===== config.mk =====
export PLATFORM = sky130hd
export DESIGN_NAME = mem_arbiter_flat
export DESIGN_NICKNAME = d
export VERILOG_FILES = /design/src/rtl/mem_arbiter_if.sv /design/src/rtl/mem_arbiter.sv /design/src/flat_wrapper.sv
export SDC_FILE = /design/constraint.sdc
export NUM_CORES = 1
export LEC_CHECK = 0
export CAP_MARGIN = 0
export CORE_UTILIZATION = 36
export CTS_CLUSTER_SIZE = 14
export DETAILED_ROUTE_END_ITERATION = 8
export GPL_TIMING_DRIVEN = 0
export PLACE_DENSITY_LB_ADDON = 0.12
export SLEW_MARGIN = 5
export SYNTH_ARGS = -nofsm -noshare
export SYNTH_HDL_FRONTEND = slang
export SYNTH_SLANG_ARGS = --single-unit
export TNS_END_PERCENT = 100

===== constraint.sdc =====
create_clock -name clk -period 1.55 [get_ports clk]
set_input_delay 0.31 -clock clk [delete_from_list [all_inputs] [get_ports clk]]
set_output_delay 0.31 -clock clk [all_outputs]
set_load 0.02 [all_outputs]

===== src/rtl/mem_arbiter_if.sv =====
// mem_arbiter_if -- bundle of the two requester ports, the RAM port and the
// status outputs of mem_arbiter.
//   Requester m0 (CPU) / m1 (debug/loader): *_req, *_we, *_addr, *_wdata in,
//     *_ack, *_err, *_rdata out; m1_lock lets m1 reserve the bus.
//   RAM side: mem_addr, mem_wdata, mem_oe, mem_we out, mem_rdata in.
//   Status: cpu_stall, busy.
// Modport master is the arbiter's view; modport slave is the view of the
// requesters plus RAM that surround it.
interface mem_arbiter_if #(
  parameter int ADDR_WIDTH = 16,
  parameter int DATA_WIDTH = 8
);
  logic                  m0_req;
  logic                  m0_we;
  logic [ADDR_WIDTH-1:0] m0_addr;
  logic [DATA_WIDTH-1:0] m0_wdata;
  logic                  m0_ack;
  logic                  m0_err;
  logic [DATA_WIDTH-1:0] m0_rdata;

  logic                  m1_req;
  logic                  m1_we;
  logic [ADDR_WIDTH-1:0] m1_addr;
  logic [DATA_WIDTH-1:0] m1_wdata;
  logic                  m1_ack;
  logic                  m1_err;
  logic [DATA_WIDTH-1:0] m1_rdata;
  logic                  m1_lock;

  logic [ADDR_WIDTH-1:0] mem_addr;
  logic [DATA_WIDTH-1:0] mem_wdata;
  logic                  mem_oe;
  logic                  mem_we;
  logic [DATA_WIDTH-1:0] mem_rdata;

  logic                  cpu_stall;
  logic                  busy;

  modport master (
    input  m0_req, m0_we, m0_addr, m0_wdata,
    input  m1_req, m1_we, m1_addr, m1_wdata, m1_lock,
    input  mem_rdata,
    output m0_ack, m0_err, m0_rdata,
    output m1_ack, m1_err, m1_rdata,
    output mem_addr, mem_wdata, mem_oe, mem_we,
    output cpu_stall, busy
  );

  modport slave (
    output m0_req, m0_we, m0_addr, m0_wdata,
    output m1_req, m1_we, m1_addr, m1_wdata, m1_lock,
    output mem_rdata,
    input  m0_ack, m0_err, m0_rdata,
    input  m1_ack, m1_err, m1_rdata,
    input  mem_addr, mem_wdata, mem_oe, mem_we,
    input  cpu_stall, busy
  );
endinterface


===== src/rtl/mem_arbiter.sv =====
// mem_arbiter -- two-requester round-robin arbiter in front of a single-port
// RAM. m0 is the CPU, m1 a debug/loader port that can lock the bus.
// Ports:
//   clk   : single clock, rising edge
//   reset : asynchronous, active-high
//   bus   : mem_arbiter_if.master (requester handshakes, RAM port,
//           cpu_stall, busy)
// Read: grant, RD_ADDR (oe), RD_DATA (oe, capture), ack. Write: grant,
// WR (we, one cycle), ack.
// Optional feature: define MEM_ARB_RANGE_CHECK_EN to reject any access whose
// address MSB is set (ERR state, ack+err pulse, rdata cleared for reads).
module mem_arbiter #(
  parameter int ADDR_WIDTH = 16,
  parameter int DATA_WIDTH = 8
) (
  input  logic          clk,
  input  logic          reset,
  mem_arbiter_if.master bus
);

  typedef enum logic [2:0] {
    IDLE,
    RD_ADDR,
    RD_DATA,
    WR
`ifdef MEM_ARB_RANGE_CHECK_EN
    , ERR
`endif
  } state_t;

  state_t                state;
  logic                  owner;       // 0 = m0, 1 = m1
  logic                  last_grant;  // 0 = m0, 1 = m1
  logic                  ack0, ack1;
  logic [DATA_WIDTH-1:0] rdata0, rdata1;
  logic [ADDR_WIDTH-1:0] mem_addr_q;
  logic [DATA_WIDTH-1:0] mem_wdata_q;
  logic                  mem_oe_q, mem_we_q;

`ifdef MEM_ARB_RANGE_CHECK_EN
  logic                  err0, err1;
  logic                  lat_we;
`endif

  logic                  elig0, elig1, grant, sel, sel_we;
  logic [ADDR_WIDTH-1:0] sel_addr;
  logic [DATA_WIDTH-1:0] sel_wdata;

  // A requester whose ack is high this cycle is finishing and must not be
  // re-granted on its still-asserted req.
  always_comb begin
    elig0     = bus.m0_req & ~ack0 & ~bus.m1_lock;
    elig1     = bus.m1_req & ~ack1;
    grant     = elig0 | elig1;
    sel       = (elig0 & elig1) ? ~last_grant : elig1;
    sel_we    = sel ? bus.m1_we    : bus.m0_we;
    sel_addr  = sel ? bus.m1_addr  : bus.m0_addr;
    sel_wdata = sel ? bus.m1_wdata : bus.m0_wdata;
  end

  always_ff @(posedge clk or posedge reset) begin
    if (reset) begin
      state       <= IDLE;
      owner       <= 1'b0;
      last_grant  <= 1'b1;
      ack0        <= 1'b0;
      ack1        <= 1'b0;
      rdata0      <= '0;
      rdata1      <= '0;
      mem_addr_q  <= '0;
      mem_wdata_q <= '0;
      mem_oe_q    <= 1'b0;
      mem_we_q    <= 1'b0;
`ifdef MEM_ARB_RANGE_CHECK_EN
      err0        <= 1'b0;
      err1        <= 1'b0;
      lat_we      <= 1'b0;
`endif
    end else begin
      ack0 <= 1'b0;
      ack1 <= 1'b0;
`ifdef MEM_ARB_RANGE_CHECK_EN
      err0 <= 1'b0;
      err1 <= 1'b0;
`endif
      case (state)
        IDLE: begin
          if (grant) begin
            owner      <= sel;
            last_grant <= sel;
`ifdef MEM_ARB_RANGE_CHECK_EN
            lat_we     <= sel_we;
            if (sel_addr[ADDR_WIDTH-1]) begin
              state <= ERR;
            end else
`endif
            if (sel_we) begin
              state       <= WR;
              mem_we_q    <= 1'b1;
              mem_addr_q  <= sel_addr;
              mem_wdata_q <= sel_wdata;
            end else begin
              state      <= RD_ADDR;
              mem_oe_q   <= 1'b1;
              mem_addr_q <= sel_addr;
            end
          end
        end
        RD_ADDR: state <= RD_DATA;
        RD_DATA: begin
          state    <= IDLE;
          mem_oe_q <= 1'b0;
          if (owner) begin
            ack1   <= 1'b1;
            rdata1 <= bus.mem_rdata;
          end else begin
            ack0   <= 1'b1;
            rdata0 <= bus.mem_rdata;
          end
        end
        WR: begin
          state    <= IDLE;
          mem_we_q <= 1'b0;
          if (owner) ack1 <= 1'b1;
          else       ack0 <= 1'b1;
        end
`ifdef MEM_ARB_RANGE_CHECK_EN
        ERR: begin
          state <= IDLE;
          if (owner) begin
            ack1 <= 1'b1;
            err1 <= 1'b1;
            if (!lat_we) rdata1 <= '0;
          end else begin
            ack0 <= 1'b1;
            err0 <= 1'b1;
            if (!lat_we) rdata0 <= '0;
          end
        end
`endif
        default: state <= IDLE;
      endcase
    end
  end

  assign bus.m0_ack    = ack0;
  assign bus.m1_ack    = ack1;
  assign bus.m0_rdata  = rdata0;
  assign bus.m1_rdata  = rdata1;
  assign bus.mem_addr  = mem_addr_q;
  assign bus.mem_wdata = mem_wdata_q;
  assign bus.mem_oe    = mem_oe_q;
  assign bus.mem_we    = mem_we_q;
  assign bus.busy      = (state != IDLE);
`ifdef MEM_ARB_RANGE_CHECK_EN
  assign bus.m0_err    = err0;
  assign bus.m1_err    = err1;
`else
  assign bus.m0_err    = 1'b0;
  assign bus.m1_err    = 1'b0;
`endif

  // Lock must stall the CPU in the same cycle it is raised, so it bypasses
  // the state register; reset masks it so stall reads 0 while in reset.
  assign bus.cpu_stall = ~reset & (bus.m1_lock | (owner & (state != IDLE)));

endmodule

===== src/flat_wrapper.sv =====
// flat-port wrapper written by rule: the top's interface ports become plain ports
module mem_arbiter_flat 
#(
  parameter int ADDR_WIDTH = 16,
  parameter int DATA_WIDTH = 8
)
  (clk, reset, bus_m0_req, bus_m0_we, bus_m0_addr, bus_m0_wdata, bus_m1_req, bus_m1_we, bus_m1_addr, bus_m1_wdata, bus_m1_lock, bus_mem_rdata, bus_m0_ack, bus_m0_err, bus_m0_rdata, bus_m1_ack, bus_m1_err, bus_m1_rdata, bus_mem_addr, bus_mem_wdata, bus_mem_oe, bus_mem_we, bus_cpu_stall, bus_busy);
  mem_arbiter_if #(.ADDR_WIDTH(ADDR_WIDTH), .DATA_WIDTH(DATA_WIDTH)) bus_i ();
  input  logic clk;
  input  logic reset;
  input wire logic [$bits(bus_i.m0_req)-1:0] bus_m0_req;
  input wire logic [$bits(bus_i.m0_we)-1:0] bus_m0_we;
  input wire logic [$bits(bus_i.m0_addr)-1:0] bus_m0_addr;
  input wire logic [$bits(bus_i.m0_wdata)-1:0] bus_m0_wdata;
  input wire logic [$bits(bus_i.m1_req)-1:0] bus_m1_req;
  input wire logic [$bits(bus_i.m1_we)-1:0] bus_m1_we;
  input wire logic [$bits(bus_i.m1_addr)-1:0] bus_m1_addr;
  input wire logic [$bits(bus_i.m1_wdata)-1:0] bus_m1_wdata;
  input wire logic [$bits(bus_i.m1_lock)-1:0] bus_m1_lock;
  input wire logic [$bits(bus_i.mem_rdata)-1:0] bus_mem_rdata;
  output wire logic [$bits(bus_i.m0_ack)-1:0] bus_m0_ack;
  output wire logic [$bits(bus_i.m0_err)-1:0] bus_m0_err;
  output wire logic [$bits(bus_i.m0_rdata)-1:0] bus_m0_rdata;
  output wire logic [$bits(bus_i.m1_ack)-1:0] bus_m1_ack;
  output wire logic [$bits(bus_i.m1_err)-1:0] bus_m1_err;
  output wire logic [$bits(bus_i.m1_rdata)-1:0] bus_m1_rdata;
  output wire logic [$bits(bus_i.mem_addr)-1:0] bus_mem_addr;
  output wire logic [$bits(bus_i.mem_wdata)-1:0] bus_mem_wdata;
  output wire logic [$bits(bus_i.mem_oe)-1:0] bus_mem_oe;
  output wire logic [$bits(bus_i.mem_we)-1:0] bus_mem_we;
  output wire logic [$bits(bus_i.cpu_stall)-1:0] bus_cpu_stall;
  output wire logic [$bits(bus_i.busy)-1:0] bus_busy;
  assign bus_i.m0_req = bus_m0_req;
  assign bus_i.m0_we = bus_m0_we;
  assign bus_i.m0_addr = bus_m0_addr;
  assign bus_i.m0_wdata = bus_m0_wdata;
  assign bus_i.m1_req = bus_m1_req;
  assign bus_i.m1_we = bus_m1_we;
  assign bus_i.m1_addr = bus_m1_addr;
  assign bus_i.m1_wdata = bus_m1_wdata;
  assign bus_i.m1_lock = bus_m1_lock;
  assign bus_i.mem_rdata = bus_mem_rdata;
  assign bus_m0_ack = bus_i.m0_ack;
  assign bus_m0_err = bus_i.m0_err;
  assign bus_m0_rdata = bus_i.m0_rdata;
  assign bus_m1_ack = bus_i.m1_ack;
  assign bus_m1_err = bus_i.m1_err;
  assign bus_m1_rdata = bus_i.m1_rdata;
  assign bus_mem_addr = bus_i.mem_addr;
  assign bus_mem_wdata = bus_i.mem_wdata;
  assign bus_mem_oe = bus_i.mem_oe;
  assign bus_mem_we = bus_i.mem_we;
  assign bus_cpu_stall = bus_i.cpu_stall;
  assign bus_busy = bus_i.busy;
  mem_arbiter #(.ADDR_WIDTH(ADDR_WIDTH), .DATA_WIDTH(DATA_WIDTH)) u_core (.clk(clk), .reset(reset), .bus(bus_i));
endmodule

==> run metrics <==
status=finished with violations; failing checks=setup timing; CTS tree=done; Cell Pwr Density=1831 nW/um^2; share of cells above drive strength 1=0.2384; Inst Count DP=377; fmax=602.3 MHz; drt initial violations=49; vias=1850; Tmin final=1.660 ns; hold-fix buffers at CTS=0; # fillers=526; # rows=28; Post-Syn Instances=192; Final nets=389; Area contributors post-synth=dfrtp_1 53%, mux2_2 12%, mux2i_1 7.7%; leakage=1.758 nW; Setup crit start kind=flip-flop; fin. max-slew vios=0; vias in the first global route=1855; area grow syn2layout=68.25%; Num CTS Buffers=5; worst path cell trace=nor3b_4 -> buf_6 -> a21oi_4 -> buf_12 -> mux2_4 -> mux2_4; Worst path most repeated cell=mux2_4; total of max-cap violations=0; Slew HR=0.6101; pre-CTS setup slack=-0.7088 ns; Seq cells post-synth=48; RePlAce Congestion=0.7108; Post-synth ARST share=1.000; VDD IR max=0.0009651 V; WL final=5587 um; initial antenna violation count=0; DRC=0; Worst Setup End Kind=flip-flop; ANT cells=0; Final HPWL DP=4153 um; Final Hold Fails=0; area share of the largest cell type after synthesis=0.5302; Synth cell types=30; Worst path max stage delay=0.44 ns; RSZ-0062 raised after global routing=yes; GRT Residual Overflow=0; Initial Util=0.3747; die extent in y=80.50 um; TritonRoute pass-1 iters=3; average size of a mapped cell=11.55 um^2; H-tree levels=2; Util after Layout=0.6304; Final Cycle Share=1.071; CP Class=flip-flop to flip-flop; Port Buffers=108; Yosys Warn Count=0; drt via density=4.648; fin cells=398; Horiz. Die Dim=80.50 um; Die Area=6480 um^2; core footprint=5921 um^2; Post-DRT Antenna Nets=0; Tightest Pin Transition=0.5841 ns; first-pass GRT wire length=8700 um; Arr. time, crit path=1.84 ns; Sink Count=48; largest net degree at the start of global routing=27; CTS root buffer=clkbuf_8; Top FF cell, synth=dfrtp_1; sequential area share after synthesis=0.5420; post-synthesis cell area=2218 um^2; final setup vio count=17; Worst Clk Skew=0.008056 ns; crit-path max FO=7; Worst-path clk slew=0.09 ns; FF+latch area=1205 um^2; Required @ worst endpoint=1.73 ns; multi-input logic area=1027 um^2; # IOs=111; Setup WS post-layout=-0.1104 ns; maximum root-to-sink buffer count=2; gr usage total=0.1777; worst skew pair latency=0.29 ns; EDFF count, synth=0; area leader, netlist=dfrtp_1; slowest CP cell=dfrtp_2; wire per inst=14.04 um; Hold Crit Class=input port to asynchronous set/reset pin
[worst paths after layout]
path / end / startpoint / cells past startpoint / slack (ns)
setup / recovery: u_core.bus.mem_wdata[0] / u_core.bus.m0_ack / 6 / -0.11
hold / removal: u_core.bus.mem_we / reset / 2 / 0.43
setup reg to reg: u_core.bus.mem_wdata[0] / u_core.bus.m0_ack / 6 / -0.11
hold reg to reg: u_core.bus.mem_addr[14] / u_core.bus.mem_addr[14] / 2 / 0.48
max in group asynchronous: u_core.last_grant / reset / 3 / 0.53
min in group clk: u_core.bus.mem_addr[14] / u_core.bus.mem_addr[14] / 2 / 0.48
[what timing repair did]
item                                    4_1_cts  5_1_grt
resized for setup                            75       26
buffers inserted                             11        2
endpoints found under the setup margin       81       34
pin swaps                                     6        4
cloned                                        0        1
[cells in the final DEF, fill, tap and decap left out, types with 2 or more instances in the layout]
| cell | instances |
|---|---|
| clkdlybuf4s50_1 | 59 |
| buf_12 | 4 |
| mux2_2 | 19 |
| nor2b_1 | 2 |
| inv_2 | 3 |
| ha_1 | 3 |
| a21oi_4 | 2 |
| clkbuf_8 | 6 |
| dfrtp_2 | 2 |
| conb_1 | 2 |
| dfrtp_1 | 45 |
| a22o_1 | 2 |
| mux2i_2 | 2 |
| buf_4 | 10 |
| clkbuf_1 | 2 |
| nand2_1 | 40 |
| o21ai_0 | 3 |
| mux2i_1 | 15 |
| nor2_1 | 4 |
| dlymetal6s2s_1 | 2 |
| dlygate4sd2_1 | 45 |
| clkbuf_2 | 4 |
| a31oi_1 | 2 |
| mux2_4 | 5 |
| buf_8 | 2 |
| buf_6 | 2 |
| o21ai_1 | 13 |
[power by group]
| group | internal [mW] | total (mW) | switching, mW | leakage (nW) |
|---|---|---|---|---|
| clock network | 0.364 | 0.750 | 0.386 | 0.0455 |
| logic | 1.83 | 3.86 | 2.03 | 1.14 |
| registers | 1.89 | 2.22 | 0.330 | 0.577 |
| total | 4.08 | 6.83 | 2.75 | 1.76 |
[state kept, by name, summed over array words and instances (netlist names)]
name                  cells
u_core.bus.m0_rdata       8
u_core.bus.m1_ack         1
u_core.last_grant         1
u_core.bus.mem_oe         1
u_core.bus.m1_rdata       8
u_core.bus.m0_ack         1
u_core.bus.mem_wdata      8
u_core.bus.mem_we         1
u_core.state              2
u_core.bus.mem_addr      16
u_core.owner              1
[critical path, delay by kind of cell, from the launching register on]
kind / cells / cell delay [ns]
compound gates: 1 / 0.07
buf+inv: 2 / 0.28
flops: 1 / 0.44
mux: 2 / 0.55
simple gates: 1 / 0.21
[per-stage QoR]
stage                     cell area (um^2)  hold WS [ns]  power, mW  setup TNS, ns
final                                 3732        0.4317      6.832         -1.151
after floorplan                       2235        0.4154      4.336         -1.019
after global routing                  3732        0.4924      7.285         -2.238
after CTS                             3647        0.4669      6.725        -0.7820
after global placement                3410        0.4593      5.986         -62.08
after detailed placement              3437        0.4676      6.064         -18.97
[synth_stat cells, types with 3 or more instances]
master,n
o21ai_0,15
dfrtp_1,47
nor2b_1,3
ha_1,4
mux2i_1,17
nor2_1,5
clkbuf_1,5
nand2_1,41
inv_1,5
mux2_2,23
[final cells by class]
cell class | count | area share
repair buffers | 123 | 0.3282
flip-flops and latches | 48 | 0.3228
multi-input cells | 131 | 0.2752
well taps | 75 | 0.02514
clock buffers | 8 | 0.02414
plain buffers | 8 | 0.01877
inverters | 5 | 0.005699
[kinds of logic after synthesis]
logic type               count (synthesis)  share of synthesized area
multiplexers                            41                     0.2002
AND/OR/NAND/NOR                         55                     0.1105
flip-flops                              48                     0.5420
other                                    1                   0.001690
AO/OA/AOI/OAI                           29                    0.08911
adder cells (fa/ha/maj)                  4                    0.02256
buffers and inverters                   14                    0.03384
[routing by layer]
metal	up-vias	global-route usage	routed length, um
met1	870	0.2103	2365
li1	913	-	-
met2	62	0.3136	2792
met5	-	0	0
met4	0	0.04107	36
met3	5	0.05341	394
Power figures use the tool's default switching activity.
